**src/rtl/idelay_tap_calib.sv**
```systemverilog
// Tap-sweep calibration sequencer for one IDELAYE2 lane in VAR_LOAD mode.
// Loads every tap, qualifies it with the pattern checker and applies the centre of the widest passing window.
module idelay_tap_calib #(
  parameter int NUM_TAPS   = 32,
  parameter int SETTLE_CYC = 8,
  parameter int SAMPLE_CYC = 64,
  parameter int MIN_WIN    = 4
) (
  input  logic       clk,
  input  logic       rst_n,
  input  logic       start,
  input  logic       dly_rdy,
  input  logic [4:0] cntvalueout,
  input  logic       sample_vld,
  input  logic       sample_ok,
  output logic       ld,
  output logic [4:0] cntvaluein,
  output logic       busy,
  output logic       done,
  output logic       fail,
  output logic       rb_err,
  output logic [4:0] best_tap,
  output logic [5:0] win_len
);

  typedef enum logic [3:0] {
    IDLE, WAIT_RDY, LOAD, SETTLE, SAMPLE, EVAL, APPLY, VERIFY, DONE
  } state_t;

  localparam logic [15:0] SETTLE_LAST = 16'(SETTLE_CYC - 1);
  localparam logic [15:0] SAMPLE_LAST = 16'(SAMPLE_CYC - 1);
  localparam logic [4:0]  TAP_LAST    = 5'(NUM_TAPS - 1);
  localparam logic [5:0]  MIN_LEN     = 6'(MIN_WIN);

  state_t      state_reg, state_next;
  logic [4:0]  tap_reg, tap_next;
  logic [15:0] cnt_reg, cnt_next;
  logic        pass_reg, pass_next;
  logic [5:0]  cur_len_reg, cur_len_next;
  logic [5:0]  cur_start_reg, cur_start_next;
  logic [5:0]  best_len_reg, best_len_next;
  logic [5:0]  best_start_reg, best_start_next;
  logic        ld_reg, ld_next;
  logic [4:0]  cntvaluein_reg, cntvaluein_next;
  logic        busy_reg, busy_next;
  logic        done_reg, done_next;
  logic        fail_reg, fail_next;
  logic        rb_err_reg, rb_err_next;
  logic [4:0]  best_tap_reg, best_tap_next;
  logic [5:0]  win_len_reg, win_len_next;
  logic [5:0]  new_len;
  logic [5:0]  centre;

  always_ff @(posedge clk or negedge rst_n) begin
    if (!rst_n) begin
      state_reg      <= IDLE;
      tap_reg        <= '0;
      cnt_reg        <= '0;
      pass_reg       <= 1'b0;
      cur_len_reg    <= '0;
      cur_start_reg  <= '0;
      best_len_reg   <= '0;
      best_start_reg <= '0;
      ld_reg         <= 1'b0;
      cntvaluein_reg <= '0;
      busy_reg       <= 1'b0;
      done_reg       <= 1'b0;
      fail_reg       <= 1'b0;
      rb_err_reg     <= 1'b0;
      best_tap_reg   <= '0;
      win_len_reg    <= '0;
    end else begin
      state_reg      <= state_next;
      tap_reg        <= tap_next;
      cnt_reg        <= cnt_next;
      pass_reg       <= pass_next;
      cur_len_reg    <= cur_len_next;
      cur_start_reg  <= cur_start_next;
      best_len_reg   <= best_len_next;
      best_start_reg <= best_start_next;
      ld_reg         <= ld_next;
      cntvaluein_reg <= cntvaluein_next;
      busy_reg       <= busy_next;
      done_reg       <= done_next;
      fail_reg       <= fail_next;
      rb_err_reg     <= rb_err_next;
      best_tap_reg   <= best_tap_next;
      win_len_reg    <= win_len_next;
    end
  end

  // ld/cntvaluein are registered, so each load is set up on the transition into LOAD or APPLY.
  always_comb begin
    state_next      = state_reg;
    tap_next        = tap_reg;
    cnt_next        = cnt_reg;
    pass_next       = pass_reg;
    cur_len_next    = cur_len_reg;
    cur_start_next  = cur_start_reg;
    best_len_next   = best_len_reg;
    best_start_next = best_start_reg;
    ld_next         = 1'b0;
    cntvaluein_next = cntvaluein_reg;
    busy_next       = busy_reg;
    done_next       = 1'b0;
    fail_next       = fail_reg;
    rb_err_next     = rb_err_reg;
    best_tap_next   = best_tap_reg;
    win_len_next    = win_len_reg;
    new_len         = cur_len_reg + 6'd1;
    centre          = '0;

    case (state_reg)
      IDLE: begin
        if (start) begin
          fail_next       = 1'b0;
          rb_err_next     = 1'b0;
          cur_len_next    = '0;
          cur_start_next  = '0;
          best_len_next   = '0;
          best_start_next = '0;
          tap_next        = '0;
          busy_next       = 1'b1;
          state_next      = WAIT_RDY;
        end
      end
      WAIT_RDY: begin
        if (dly_rdy) begin
          ld_next         = 1'b1;
          cntvaluein_next = tap_reg;
          state_next      = LOAD;
        end
      end
      LOAD: begin
        cnt_next   = '0;
        state_next = SETTLE;
      end
      SETTLE: begin
        if (cnt_reg == SETTLE_LAST) begin
          if (cntvalueout != tap_reg) begin
            rb_err_next = 1'b1;
            fail_next   = 1'b1;
            busy_next   = 1'b0;
            done_next   = 1'b1;
            state_next  = DONE;
          end else begin
            cnt_next   = '0;
            pass_next  = 1'b1;
            state_next = SAMPLE;
          end
        end else begin
          cnt_next = cnt_reg + 16'd1;
        end
      end
      SAMPLE: begin
        if (sample_vld) begin
          if (!sample_ok) pass_next = 1'b0;
          if (cnt_reg == SAMPLE_LAST) state_next = EVAL;
          else cnt_next = cnt_reg + 16'd1;
        end
      end
      EVAL: begin
        if (pass_reg) begin
          cur_len_next = new_len;
          if (new_len > best_len_reg) begin
            best_len_next   = new_len;
            best_start_next = cur_start_reg;
          end
        end else begin
          cur_len_next   = '0;
          cur_start_next = {1'b0, tap_reg} + 6'd1;
        end
        if (tap_reg == TAP_LAST) begin
          centre     = best_start_next + ((best_len_next - 6'd1) >> 1);
          state_next = APPLY;
          if (best_len_next >= MIN_LEN) begin
            ld_next         = 1'b1;
            cntvaluein_next = 5'(centre);
          end
        end else begin
          tap_next        = tap_reg + 5'd1;
          ld_next         = 1'b1;
          cntvaluein_next = tap_reg + 5'd1;
          state_next      = LOAD;
        end
      end
      APPLY: begin
        win_len_next = best_len_reg;
        if (best_len_reg < MIN_LEN) begin
          fail_next  = 1'b1;
          busy_next  = 1'b0;
          done_next  = 1'b1;
          state_next = DONE;
        end else begin
          best_tap_next = cntvaluein_reg;
          cnt_next      = '0;
          state_next    = VERIFY;
        end
      end
      VERIFY: begin
        if (cnt_reg == SETTLE_LAST) begin
          if (cntvalueout != best_tap_reg) begin
            rb_err_next = 1'b1;
            fail_next   = 1'b1;
          end
          busy_next  = 1'b0;
          done_next  = 1'b1;
          state_next = DONE;
        end else begin
          cnt_next = cnt_reg + 16'd1;
        end
      end
      DONE: state_next = IDLE;
      default: state_next = IDLE;
    endcase

    // Losing the delay controller invalidates every tap measured so far: restart the sweep silently.
    if (!dly_rdy && state_reg != IDLE && state_reg != DONE) begin
      state_next      = WAIT_RDY;
      tap_next        = '0;
      cur_len_next    = '0;
      cur_start_next  = '0;
      best_len_next   = '0;
      best_start_next = '0;
      ld_next         = 1'b0;
      cntvaluein_next = cntvaluein_reg;
      busy_next       = 1'b1;
      done_next       = 1'b0;
      fail_next       = fail_reg;
      rb_err_next     = rb_err_reg;
      best_tap_next   = best_tap_reg;
      win_len_next    = win_len_reg;
    end
  end

  assign ld         = ld_reg;
  assign cntvaluein = cntvaluein_reg;
  assign busy       = busy_reg;
  assign done       = done_reg;
  assign fail       = fail_reg;
  assign rb_err     = rb_err_reg;
  assign best_tap   = best_tap_reg;
  assign win_len    = win_len_reg;

endmodule

```
**config.mk**
```make
export PLATFORM = sky130hd
export DESIGN_NAME = idelay_tap_calib
export DESIGN_NICKNAME = d
export VERILOG_FILES = /design/src/rtl/idelay_tap_calib.sv
export SDC_FILE = /design/constraint.sdc
export NUM_CORES = 1
export LEC_CHECK = 0
export CORE_MARGIN = 4
export CORE_UTILIZATION = 59
export CTS_BUF_LIST = sky130_fd_sc_hd__clkbuf_16
export CTS_CLUSTER_DIAMETER = 80
export DETAILED_ROUTE_END_ITERATION = 10
export GPL_TIMING_DRIVEN = 0
export PLACE_DENSITY = 0.8
export SLEW_MARGIN = 25
export SYNTH_ARGS = -nofsm -noshare
export SYNTH_HDL_FRONTEND = slang
export SYNTH_SLANG_ARGS = --single-unit
```
**constraint.sdc**
```tcl
create_clock -name clk -period 4.6 [get_ports clk]
set_clock_uncertainty 0.05 [all_clocks]
set_input_delay 0.92 -clock clk [delete_from_list [all_inputs] [get_ports clk]]
set_output_delay 0.92 -clock clk [all_outputs]
set_load 0.05 [all_outputs]
```
Word level (Yosys, flattened, before mapping)
Cells that the tools add are included.
W data, S select, Z words.
{"block": "classes", "add_sub_neg": 6, "n_mul": 0, "div_mod_pow": 0, "n_lt_le_gt_ge": 3, "eq_ne": 38, "shift": 0, "muxes": 74, "bitwise_logic": 2, "reduce_logical": 24}
{"op": "$mux W16", "n": 6}
{"op": "$pmux W16 S5", "n": 1}
{"op": "$mux W6", "n": 13}
{"op": "$pmux W6 S2", "n": 4}
{"op": "$mux W4", "n": 9}
{"op": "$ne A3 B3 Y1 const B", "n": 12}
{"op": "$pmux W4 S8", "n": 1}
{"op": "$mux W5", "n": 6}
{"op": "$ne A2 B2 Y1 const B", "n": 13}
{"op": "$mux W1", "n": 25}
{"op": "$pmux W5 S2", "n": 2}
{"op": "$reduce_and A6 Y1", "n": 3}
{"op": "$add A16 B1 Y16 const B", "n": 1}
{"op": "$eq A16 B3 Y1 const B", "n": 1}
{"op": "$eq A16 B6 Y1 const B", "n": 1}
{"op": "$eq A4 B3 Y1 const B", "n": 4}
{"op": "$ne A5 B5 Y1", "n": 2}
{"op": "$reduce_bool A5 Y1", "n": 2}
{"op": "$reduce_and A3 Y1", "n": 3}
{"op": "$eq A4 B2 Y1 const B", "n": 2}
{"op": "$pmux W1 S4", "n": 2}
{"op": "$reduce_and A8 Y1", "n": 1}
{"op": "$reduce_bool A4 Y1", "n": 2}
{"op": "$reduce_and A7 Y1", "n": 1}
{"op": "23 further kinds", "n": 30}
{"block": "totals", "ff_bits": 71, "latchBits": 0, "mem_bits_rw": 0, "romBits": 0, "inputBits": 11, "output_inout_bits": 21, "wordCells": 163, "mem_count": 0}

Logic depth before layout (Yosys ltp)
{"block": "logic_depth", "depth_word": 10, "ltp_mapped": 20, "mapped_depth_nobuf": 19}

Least setup slack after synthesis
No wires, ideal clock.
{"block": "synth_path", "path_type": "reg-to-reg", "from": "reg cur_len_reg[0]", "to": "reg cntvaluein_reg[4], in the netlist cntvaluein[4]", "setup_time_ns": 0.126, "arrival_ns": 3.747, "required_ns": 4.424, "path_slack_ns": 0.677, "path_stages_with_launch": 19, "period_less_slack_ns": 3.923, "cell_sequence": "dfrtp_1 > ha_1 > nand3_1 > xor2_1 > inv_1 > ha_1 > nand4_1 > o21bai_1 > a31oi_4 > mux2i_1 > nor2_1 > xnor2_1 > mux2i_1 > ha_1 > a21o_1 > a21oi_1 > xnor2_1 > mux2i_1 > o21ai_1"}
{"block": "synth_via", "elab_chain_cells": 10}
{"item": "start: declaration", "line_no": "39", "source": "logic [5:0] cur_len_reg, cur_len_next;"}
{"item": "start signal: assignment", "line_no": "77", "source": "cur_len_reg <= cur_len_next;"}
{"item": "$add A6 B1 Y6 (*)", "line_no": "110", "source": "new_len = cur_len_reg + 6'd1;"}
{"item": "$gt A6 B6 Y1", "line_no": "165", "source": "if (new_len > best_len_reg) begin"}
{"item": "$mux W6", "line_no": "165"}
{"item": "$mux W6", "line_no": "163", "source": "if (pass_reg) begin"}
{"item": "$mux W6", "line_no": "113", "source": "case (state_reg)"}
{"item": "$sub A6 B1 Y6", "line_no": "174", "source": "centre = best_start_next + ((best_len_next - 6'd1) >> 1);"}
{"item": "$add A5 B5 Y5", "line_no": "174"}
{"item": "$mux W5", "line_no": "176", "source": "if (best_len_next >= MIN_LEN) begin"}
{"item": "$mux W5", "line_no": "173", "source": "if (tap_reg == TAP_LAST) begin"}
{"item": "$pmux W5 S2", "line_no": "113"}
{"item": "end signal: assignment", "line_no": "82", "source": "cntvaluein_reg <= cntvaluein_next;"}
{"item": "end: declaration", "line_no": "44", "source": "logic [4:0] cntvaluein_reg, cntvaluein_next;"}
Mark *: on every way between the ends. The rest lies on a longest branch, timed or not. The select of a mux whose other input is x is not followed.
A chain may end at the register's enable or synchronous reset.

Final worst setup path
Same ends and word-level chain as after synthesis.

==> summary.md <==
| Metric | Value |
|---|---|
| Sw Pwr | 652.0 µW |
| Dominant cell type by area after synthesis | dfrtp_1 |
| Synth Instances | 446 |
| Vias | 3641 |
| Input/output buffers | 31 |
| Die Area | 8519 µm² |
| First-pass GRT wire length | approximately 17 mm |
| Critical-path cell list | ha_1, xor2_1, ha_1, nand4_1, o21ai_0, a31oi_4, buf_4, mux2i_1, xor2_2, inv_1, fa_1, inv_1, a21o_1, a21oi_1, xnor2_1, mux2i_1, o21ai_1 |
| Synth cell count leaders | 69 x dfrtp_1, 44 x o21ai_0, 41 x nand2_1, 33 x nor2_1, 20 x a21oi_1 |
| GPL Wtd Cong | about 0.95 |
| Final core utilization | 0.7405 |
| CTS tree | done |
| # rows | 30 |
| P&R area growth vs syn | 20.65% |
| CP arrival | 4.60 ns |
| Setup violations, final | 0 |
| Gr ovfl total | 0 |
| Status | finished clean |
| Pwr Total | 1.944 mW |
| Max_cap viols | 0 |
| CTS root buffer | clkbuf_16 |
| Antenna Cells | 0 |
| Largest net degree at the start of global routing | 52 |
| Wire length per cell | 17.42 µm |
| Core box area | 6832 µm² |
| Fmax | 224.8 MHz |
| FFs w/ async S/R, synth | 1.000 |
| Hold slack final | 0.4214 ns |
| Startpoint types | flip-flop |
| Clock sinks | 69 |
| Post-Syn Area per Cell | 9.401 µm² |
| Cell Count, Final, Fillers Out | approximately 600 |
| Worst path required time | 4.76 ns |
| Prevailing post-synth register cell | dfrtp_1 |
| Hold Path Class | in2async |
| Combinational fraction of design power | 0.288 |
| Die X | between 90 and 100 µm |
| Cell area after synthesis | 4193 µm² |
| Post-CTS Hold Buffers | 0 |
| Fin nets | 523 |
| Clk pwr share | 0.369 |
| Count of cell types in the netlist | 59 |
| Max incr delay on CP | 0.50 ns |
| Inst Count DP | ~570 |
| Crit Path Class | reg2reg |
| Sw Ratio | 0.3354 |
| Layout cell share with drive strength beyond 1 | 0.1295 |
| Synth area leaders | dfrtp_1 41%, o21ai_0 5.3%, ha_1 4.2% |
| Share of the synthesized area in the top cell type | 0.4118 |
| Drt first pass iters | 5 |
| Htree depth | 3 |
| CP delay by family, top | adder cells |
| CP Capture Type | flip-flop |
| Pleak | 2.235 nW |
| EDFF count, synth | 0 |
| Clk_lat worst skew | 0.33 ns |
| PwrDens | ~380 nW/µm² |
| Slew HR | 0.3706 |
| Critical-path top delay cell | xor2_1 |
| Initial antenna violation count | 0 |
| Post-route DRC | 0 |
| Sequential share of power | 0.343 |
| Worst Path Max Fanout | 10 |
| Number of global-route vias before repair | 3530 |
| Internal power | 1.292 mW |
| Actual slew at the worst max-slew pin | 0.9363 ns |
| Detailed Route WL | 10.42 mm |
| Die Ht | 92.30 µm |
| Number of routed nets with antenna violations | 0 |
| Seq/Total Area, Yosys | 0.4118 |
| Max Root-Sink Buffers | 2 |
| Num CTS Buffers | 9 |
| Initial Utilization | 0.6137 |
| DRT iter0 DRCs | 310 |
| Mapped Nets | 472 |
| Count of pins over their slew limit | 0 |
| Top-count cell post-synth | dfrtp_1 |
| Number of synthesis warnings | 0 |
| Final hold vios | 0 |
| Max FFs per register | 16 |
| Detailed Place HPWL | roughly 7.2 mm |
| CTS clk-pin slew, worst paths | 0.06 ns |
| Vias per inst | just over 6 |
| Total Routing Usage GR | 0.2543 |
| Max IR drop VDD | 477.3 µV |
| Min Tclk post-route | between 4 and 5 ns |
| I/O pin cnt | 32 |
| Post-route clock period utilization | 0.9670 |
| Buf+Inv Stages, Crit Path | 3 |
| Count of state elements after synthesis | 69 |
-- layout make-up --
type	instances	area [µm²]
Tap cell	96	120.1
Timing Repair Buffer	40	395.4
Clock inverter	7	81.33
Fill cell	513	1773
Buffer	19	103.9
Inverter	20	75.07
Sequential cell	69	1728
Clock buffer	9	225.2
Multi-Input combinational cell	338	2330
-- path summary, 6_finish.rpt --
kind	from	endpoint	slack, ns	cells past startpoint
setup reg to reg	cur_len_reg[0]	cntvaluein[4]	0.15	17
setup / recovery	cur_len_reg[0]	cntvaluein[4]	0.15	17
max in group asynchronous	rst_n	cur_len_reg[0]	3.54	2
min in group clk	win_len[4]	win_len[4]	0.43	2
hold reg to reg	win_len[4]	win_len[4]	0.43	2
hold / removal	rst_n	cnt_reg[13]	0.42	1
-- power groups by stage --
stage / Sequential, mW / Clock (mW) / Combinational, mW
after CTS: 0.666 / 0.726 / 0.554
after global routing: 0.669 / 0.756 / 0.609
after detailed placement: 0.677 / 0 / 0.548
final: 0.666 / 0.717 / 0.560
after global placement: 0.674 / 0 / 0.533
after floorplan: 0.746 / 0 / 0.311
-- stage by stage --
stage / setup TNS, ns / cell area, µm² / setup WS [ns]
2_1_floorplan: 0 / 4193 / 0.6771
3_3_place_gp: 0 / 4623 / 0.1082
3_5_place_dp: 0 / 4648 / 0.01596
4_1_cts: 0 / 4966 / 0.04361
5_1_grt: -0.2485 / 5059 / -0.1558
6_report: 0 / 5059 / 0.1518
-- metal layers --
| metal | vias to the layer above | GRT usage | routed length, µm |
|---|---|---|---|
| met3 | 21 | 0.04143 | 617 |
| met2 | 145 | 0.4036 | 4988 |
| li1 | 1704 | - | - |
| met4 | 0 | 0.1002 | 220 |
| met5 | - | 0 | 0 |
| met1 | 1771 | 0.3492 | 4589 |
-- kinds of logic (layout without fill, tap and decap cells) --
kind of cell | count (synthesis) | after routing | synth area share
buffers and inverters | 39 | 95 | 0.04207
multiplexers | 22 | 22 | 0.05610
AND/OR/NAND/NOR | 142 | 142 | 0.1722
flip-flops | 69 | 69 | 0.4118
adder cells (fa/ha/maj) | 15 | 15 | 0.04655
XOR/XNOR | 27 | 27 | 0.06177
AO/OA/AOI/OAI | 132 | 132 | 0.2095
-- cell usage in the layout (no fill, tap or decap), types with 10 or more instances in the layout --
cell type        count
dfrtp_1             68
o21ai_0             44
nand2_1             41
nor2_1              33
clkdlybuf4s50_1     30
a21oi_1             20
inv_1               20
xnor2_1             14
ha_1                14
nand3_1             13
a22o_1              12
o21ai_1             11
mux2_2              10
buf_4               10
-- timing repair --
action | 4_1_cts | 5_1_grt
resized for setup | 2 | 7
buffers inserted | 0 | 8
setup endpoints to repair | 2 | 4
pin swaps | 0 | 1
(Power assumes the default switching activity.)
